<file path="src/rtl/serial_exec.sv">
// serial_exec: bit-serial execution unit with a 4x8 register file.
// An accepted start latches opcode/instr, the 1-bit ALU runs LSB-first for
// 8 cycles (EXEC), then WB commits the register file, flags and out_result.
// Ports:
//   clk, rst_n          clock, synchronous active-low reset
//   opcode[3:0]         operation, sampled on an accepted start
//   instr[11:0]         {imm8, rs, rd}, sampled on an accepted start
//   start               one-cycle execute request (ignored while busy/err)
//   busy                instruction in flight
//   done                one-cycle pulse after commit
//   out_result[7:0]     value of the last OUT instruction
//   flag_z, flag_c      zero / carry flags (SUB/CMP: carry = no borrow)
//   err                 sticky illegal-opcode flag
// Optional feature: define SERIAL_EXEC_TRAP_EN to trap opcodes C-F.
module serial_exec (
  input  logic        clk,
  input  logic        rst_n,
  input  logic [3:0]  opcode,
  input  logic [11:0] instr,
  input  logic        start,
  output logic        busy,
  output logic        done,
  output logic [7:0]  out_result,
  output logic        flag_z,
  output logic        flag_c,
  output logic        err
);
  localparam int unsigned DW = 8;
  localparam int unsigned CW = 3;
  localparam int unsigned NR = 4;

  localparam logic [3:0] OP_LDI  = 4'h1;
  localparam logic [3:0] OP_ADD  = 4'h2;
  localparam logic [3:0] OP_SUB  = 4'h3;
  localparam logic [3:0] OP_AND  = 4'h4;
  localparam logic [3:0] OP_OR   = 4'h5;
  localparam logic [3:0] OP_XOR  = 4'h6;
  localparam logic [3:0] OP_ADDI = 4'h7;
  localparam logic [3:0] OP_SHL  = 4'h8;
  localparam logic [3:0] OP_SHR  = 4'h9;
  localparam logic [3:0] OP_OUT  = 4'hA;
  localparam logic [3:0] OP_CMP  = 4'hB;

  typedef enum logic [1:0] {S_IDLE, S_EXEC, S_WB} state_t;

  state_t          state_q, state_d;
  logic [3:0]      op_q, op_d;
  logic [1:0]      rd_q, rd_d;
  logic [DW-1:0]   a_q, a_d;
  logic [DW-1:0]   b_q, b_d;
  logic [DW-1:0]   res_q, res_d;
  logic            carry_q, carry_d;
  logic [CW-1:0]   cnt_q, cnt_d;
  logic [DW-1:0]   rf_q [NR];
  logic [DW-1:0]   rf_d [NR];
  logic            busy_q, busy_d;
  logic            done_q, done_d;
  logic [DW-1:0]   out_q, out_d;
  logic            z_q, z_d;
  logic            c_q, c_d;
  logic            err_q, err_d;

  logic            a_bit, b_bit, r_bit;

  // State register
  always_ff @(posedge clk) begin
    if (!rst_n) begin
      state_q <= S_IDLE;
      op_q    <= '0;
      rd_q    <= '0;
      a_q     <= '0;
      b_q     <= '0;
      res_q   <= '0;
      carry_q <= 1'b0;
      cnt_q   <= '0;
      rf_q    <= '{default: '0};
      busy_q  <= 1'b0;
      done_q  <= 1'b0;
      out_q   <= '0;
      z_q     <= 1'b0;
      c_q     <= 1'b0;
      err_q   <= 1'b0;
    end else begin
      state_q <= state_d;
      op_q    <= op_d;
      rd_q    <= rd_d;
      a_q     <= a_d;
      b_q     <= b_d;
      res_q   <= res_d;
      carry_q <= carry_d;
      cnt_q   <= cnt_d;
      rf_q    <= rf_d;
      busy_q  <= busy_d;
      done_q  <= done_d;
      out_q   <= out_d;
      z_q     <= z_d;
      c_q     <= c_d;
      err_q   <= err_d;
    end
  end

  // Next-state, serial ALU and writeback
  always_comb begin
    state_d = state_q;
    op_d    = op_q;
    rd_d    = rd_q;
    a_d     = a_q;
    b_d     = b_q;
    res_d   = res_q;
    carry_d = carry_q;
    cnt_d   = cnt_q;
    rf_d    = rf_q;
    busy_d  = 1'b0;
    done_d  = 1'b0;
    out_d   = out_q;
    z_d     = z_q;
    c_d     = c_q;
    err_d   = err_q;
    a_bit   = a_q[0];
    b_bit   = b_q[0];
    r_bit   = 1'b0;

    case (state_q)
      S_IDLE: begin
        if (start && !err_q) begin
          state_d = S_EXEC;
          busy_d  = 1'b1;
          op_d    = opcode;
          rd_d    = instr[1:0];
          a_d     = rf_q[instr[1:0]];
          // Immediate forms stream imm8 through the second operand lane
          b_d     = (opcode == OP_LDI || opcode == OP_ADDI) ? instr[11:4]
                                                            : rf_q[instr[3:2]];
          carry_d = (opcode == OP_SUB || opcode == OP_CMP);
          cnt_d   = '0;
        end
      end

      S_EXEC: begin
        busy_d = 1'b1;
        case (op_q)
          OP_ADD, OP_ADDI: begin
            r_bit   = a_bit ^ b_bit ^ carry_q;
            carry_d = (a_bit & b_bit) | (a_bit & carry_q) | (b_bit & carry_q);
          end
          OP_SUB, OP_CMP: begin
            r_bit   = a_bit ^ ~b_bit ^ carry_q;
            carry_d = (a_bit & ~b_bit) | (a_bit & carry_q) | (~b_bit & carry_q);
          end
          OP_AND:  r_bit = a_bit & b_bit;
          OP_OR:   r_bit = a_bit | b_bit;
          OP_XOR:  r_bit = a_bit ^ b_bit;
          OP_LDI:  r_bit = b_bit;
          // SHL: carry flop delays rd by one bit; last bit out is rd[7]
          OP_SHL: begin
            r_bit   = carry_q;
            carry_d = a_bit;
          end
          // SHR: look one bit ahead; capture rd[0] on the first cycle
          OP_SHR: begin
            r_bit = a_q[1];
            if (cnt_q == '0) carry_d = a_bit;
          end
          default: r_bit = a_bit;
        endcase
        a_d   = {1'b0, a_q[DW-1:1]};
        b_d   = {1'b0, b_q[DW-1:1]};
        res_d = {r_bit, res_q[DW-1:1]};
        cnt_d = cnt_q + CW'(1);
        if (cnt_q == CW'(DW - 1)) state_d = S_WB;
      end

      S_WB: begin
        state_d = S_IDLE;
        done_d  = 1'b1;
        case (op_q)
          OP_LDI: rf_d[rd_q] = res_q;
          OP_ADD, OP_SUB, OP_ADDI, OP_SHL, OP_SHR: begin
            rf_d[rd_q] = res_q;
            z_d        = (res_q == '0);
            c_d        = carry_q;
          end
          OP_AND, OP_OR, OP_XOR: begin
            rf_d[rd_q] = res_q;
            z_d        = (res_q == '0);
            c_d        = 1'b0;
          end
          OP_CMP: begin
            z_d = (res_q == '0);
            c_d = carry_q;
          end
          OP_OUT: out_d = rf_q[rd_q];
          default: begin
`ifdef SERIAL_EXEC_TRAP_EN
            if (op_q >= 4'hC) err_d = 1'b1;
`endif
          end
        endcase
      end

      default: state_d = S_IDLE;
    endcase

`ifndef SERIAL_EXEC_TRAP_EN
    err_d = 1'b0;
`endif
  end

  assign busy       = busy_q;
  assign done       = done_q;
  assign out_result = out_q;
  assign flag_z     = z_q;
  assign flag_c     = c_q;
  assign err        = err_q;
endmodule

</file>
<file path="config.mk">
export PLATFORM = sky130hd
export DESIGN_NAME = serial_exec
export DESIGN_NICKNAME = d
export VERILOG_FILES = /design/src/rtl/serial_exec.sv
export SDC_FILE = /design/constraint.sdc
export NUM_CORES = 1
export LEC_CHECK = 0
export BUFFER_PORTS_ARGS = -buffer_cell sky130_fd_sc_hd__buf_2
export CAP_MARGIN = 20
export CORE_MARGIN = 2
export CORE_UTILIZATION = 60
export CTS_CLUSTER_SIZE = 25
export DETAILED_ROUTE_END_ITERATION = 10
export GPL_ROUTABILITY_DRIVEN = 0
export GPL_TIMING_DRIVEN = 0
export PLACE_DENSITY = 0.91
export SYNTH_ARGS = -nofsm -noshare
export SYNTH_HDL_FRONTEND = slang
export SYNTH_SLANG_ARGS = --single-unit
</file>
<file path="constraint.sdc">
create_clock -name clk -period 2.7 [get_ports clk]
set_input_delay 0.54 -clock clk [delete_from_list [all_inputs] [get_ports clk]]
set_output_delay 0.54 -clock clk [all_outputs]
set_load 0.05 [all_outputs]
</file>
==> impl_results.md <==
* R2R Path End: rf_q[31]$_SDFFE_PN0P_
* Setup TNS at 0 ps
* Final core occ at 68.9%
* Detailed placement HPWL at 7270 µm
* Final min period at 2000 ps
* Worst hold path class: in2reg
* Clock buffer count from CTS at 9
* Distinct cells, synth at 43
* R2R depth at 6
* YS warnings at 0
* Largest net degree at the start of global routing at 14
* Crit. Startpoint: op_q[3]$_SDFFE_PN0P_
* Port Buffers at 26
* Worst-margin pin slew at 865 ps
* Reg clk slew, reported paths at 80 ps
* Total clock sinks at 80
* P per Cell Area at 524 nW/µm²
* Initial DRC Count at 335
* Final nets at 483
* Register area share after synthesis at 40.0%
* Worst R2R Setup Slack at 700 ps
* Achievable Freq at 501 MHz
* Reg-to-reg critical path startpoint: op_q[3]$_SDFFE_PN0P_
* Min-delay src: opcode[3]
* Starting Density at 62.7%
* Die width at 85.7 µm
* PostCTS Resize Cnt at 0
* Root cell of the clock tree: clkbuf_8
* CTS tree: built
* Die area at 7340 µm²
* Flops & latches, synth at 80
* Tcrit/Tclk final at 73.9%
* Worst skew pair latency at 370 ps
* Pins Over Slew Limit at 0
* Headroom to the max-slew limit at 41.9%
* Post-Syn Area per Cell at 9.50 µm²
* Setup Viol. Count Final at 0
* Vias in the first global route at 3,295
* Routed WL at 10,300 µm
* DR DRC count at 0
* Worst EP arrival at 2230 ps
* Final hold vios at 0
* # fillers at 491
* Hold WS at 423 ps
* Num ports at 32
* Antenna diodes at 0
* DR vias at 3,429
* Setup crit end: rf_q[31]$_SDFFE_PN0P_
* Net Count, Synth at 446
* Antenna viol nets, final at 0
* P_leak at 0.00171 µW
* Syn Inst Count at 421
* Longest Clk Path Bufs at 2
* RSZ-0062 raised after global routing: false
* Worst vdd ir at 0.484 mV
* Critical path launch point type: flip-flop
* Gr ovfl total at 0
* Global-route wire length before repair at 16,400 µm
* Core ar. at 6390 µm²
* Share of layout cells above drive strength 1 at 17.3%
* Ys async rst share at 0%
* H-Tree Depth at 3
* Initial antenna violation count at 0
* Site row count at 29
* Postcts setup bufs at 0
* WP data required at 2940 ps
* GRT Util Overall at 29.6%
* Area growth from synthesis to layout at 10.0%
* Crit Path Category: reg2reg
* CP max FO at 8
* Post-synth EDFFs at 0
* Clk_skew at 10.2 ps
* Worst setup EP type: flip-flop
* Max-Cap Viols at 0
* Height of the die at 85.7 µm
* Status: finished clean
* Initial DRT Pass Iterations at 6
* Hold Buf Count CTS at 0
* Most common flop cell mapped by yosys: dfxtp_1
* Via/cell ratio at 6.35
* Syn Std Cell Area at 4000 µm²
* Routed len/inst at 19.2 µm
[power by group]
group | total, µW | internal [µW] | leakage (µW) | switching (µW)
clock | 810 | 356 | 0.0000813 | 454
combinational | 265 | 94.0 | 0.000980 | 171
sequential | 1230 | 1210 | 0.000648 | 26.1
total | 2310 | 1660 | 0.00171 | 651
[cells by family (layout without fill, tap and decap cells)]
group | after synthesis | after routing | synth area share (%)
simple gates | 146 | 146 | 16.1
fa+ha+maj | 6 | 6 | 1.88
xor+xnor | 3 | 3 | 0.657
compound gates | 72 | 72 | 11.2
buf+inv | 39 | 81 | 4.00
other cells | 1 | 1 | 0.0937
mux | 74 | 74 | 26.1
flops | 80 | 80 | 40.0
[sequential cells by signal, summed over array words and instances, names as in the netlist, 2 cells and up]
register    count
rf_q           32
a_q             8
b_q             8
out_result      8
res_q           8
op_q            4
cnt_q           3
rd_q            2
state_q         2
[how the worst min path moves through the flow]
stage / depth (start not counted) / slack, ps / endpoint
finish: 3 / 420 / op_q[3]$_SDFFE_PN0P_
global route: 3 / 440 / op_q[0]$_SDFFE_PN0P_
CTS: 3 / 420 / op_q[3]$_SDFFE_PN0P_
detailed placement: 2 / 450 / flag_z$_SDFFE_PN0P_
global placement: 2 / 440 / b_q[6]$_SDFFE_PN0P_
floorplan: 2 / 430 / b_q[1]$_SDFFE_PN0P_
[Yosys cell counts, types with 2 or more instances]
cell | n | area [µm²]
a21o_1 | 7 | 52.6
a21oi_1 | 31 | 155
a22oi_1 | 5 | 37.5
a311oi_1 | 6 | 52.6
a31oi_1 | 2 | 12.5
buf_1 | 3 | 11.3
buf_2 | 5 | 25.0
buf_4 | 2 | 15.0
clkbuf_1 | 23 | 86.3
dfxtp_1 | 80 | 1600
ha_1 | 6 | 75.1
inv_1 | 6 | 22.5
mux2_2 | 2 | 22.5
mux2i_1 | 48 | 480
mux4_2 | 24 | 541
nand2_1 | 53 | 199
nand2b_1 | 5 | 31.3
nand3b_1 | 3 | 22.5
nand4_1 | 2 | 12.5
nor2_1 | 67 | 251
nor2b_1 | 2 | 12.5
nor3_1 | 2 | 10.0
nor4_1 | 3 | 18.8
o21ai_0 | 12 | 60.1
o221ai_1 | 2 | 17.5
xnor2_1 | 3 | 26.3
[per-layer routing]
layer | vias up | global-route usage, % | routed length (µm)
li1 | 1569 | - | -
met1 | 1645 | 37.0 | 4050
met2 | 186 | 48.4 | 4980
met3 | 29 | 6.93 | 931
met4 | 0 | 14.6 | 386
met5 | - | 0 | 0
[per-stage QoR]
step	setup WS (ps)	cell area, µm²	power [µW]	cells
2_1_floorplan	843	4000	1440	421
3_3_place_gp	704	4230	1500	524
3_5_place_dp	651	4230	1520	524
4_1_cts	733	4400	2300	540
5_1_grt	584	4400	2380	540
6_report	704	4400	2310	540
[critical path, cell delays in order (launching register included)]
cell,delay [ps]
dfxtp_1,310
clkbuf_1,270
nor4_1,130
a211o_1,340
nor3_4,470
mux2i_1,280
nor2_1,60
[placed cells by master, fill, tap and decap left out, types with 7 or more instances in the layout]
cell,instances
mux4_2,24
clkbuf_1,24
o21ai_0,12
a21o_1,7
nand2_1,53
buf_2,31
dfxtp_1,80
mux2i_1,48
clkbuf_8,10
nor2_1,67
a21oi_1,31
[cell type report]
class	instances	area [µm²]	area share, %
multi-input combinational	302	2240	50.9
sequential	80	1600	36.4
clock buffer	11	141	3.21
buffer	33	138	3.13
timing repair buffer	26	130	2.96
tap	77	96.3	2.19
clock inverter	5	32.5	0.739
inverter	6	22.5	0.512
Power figures use the tool's default switching activity.
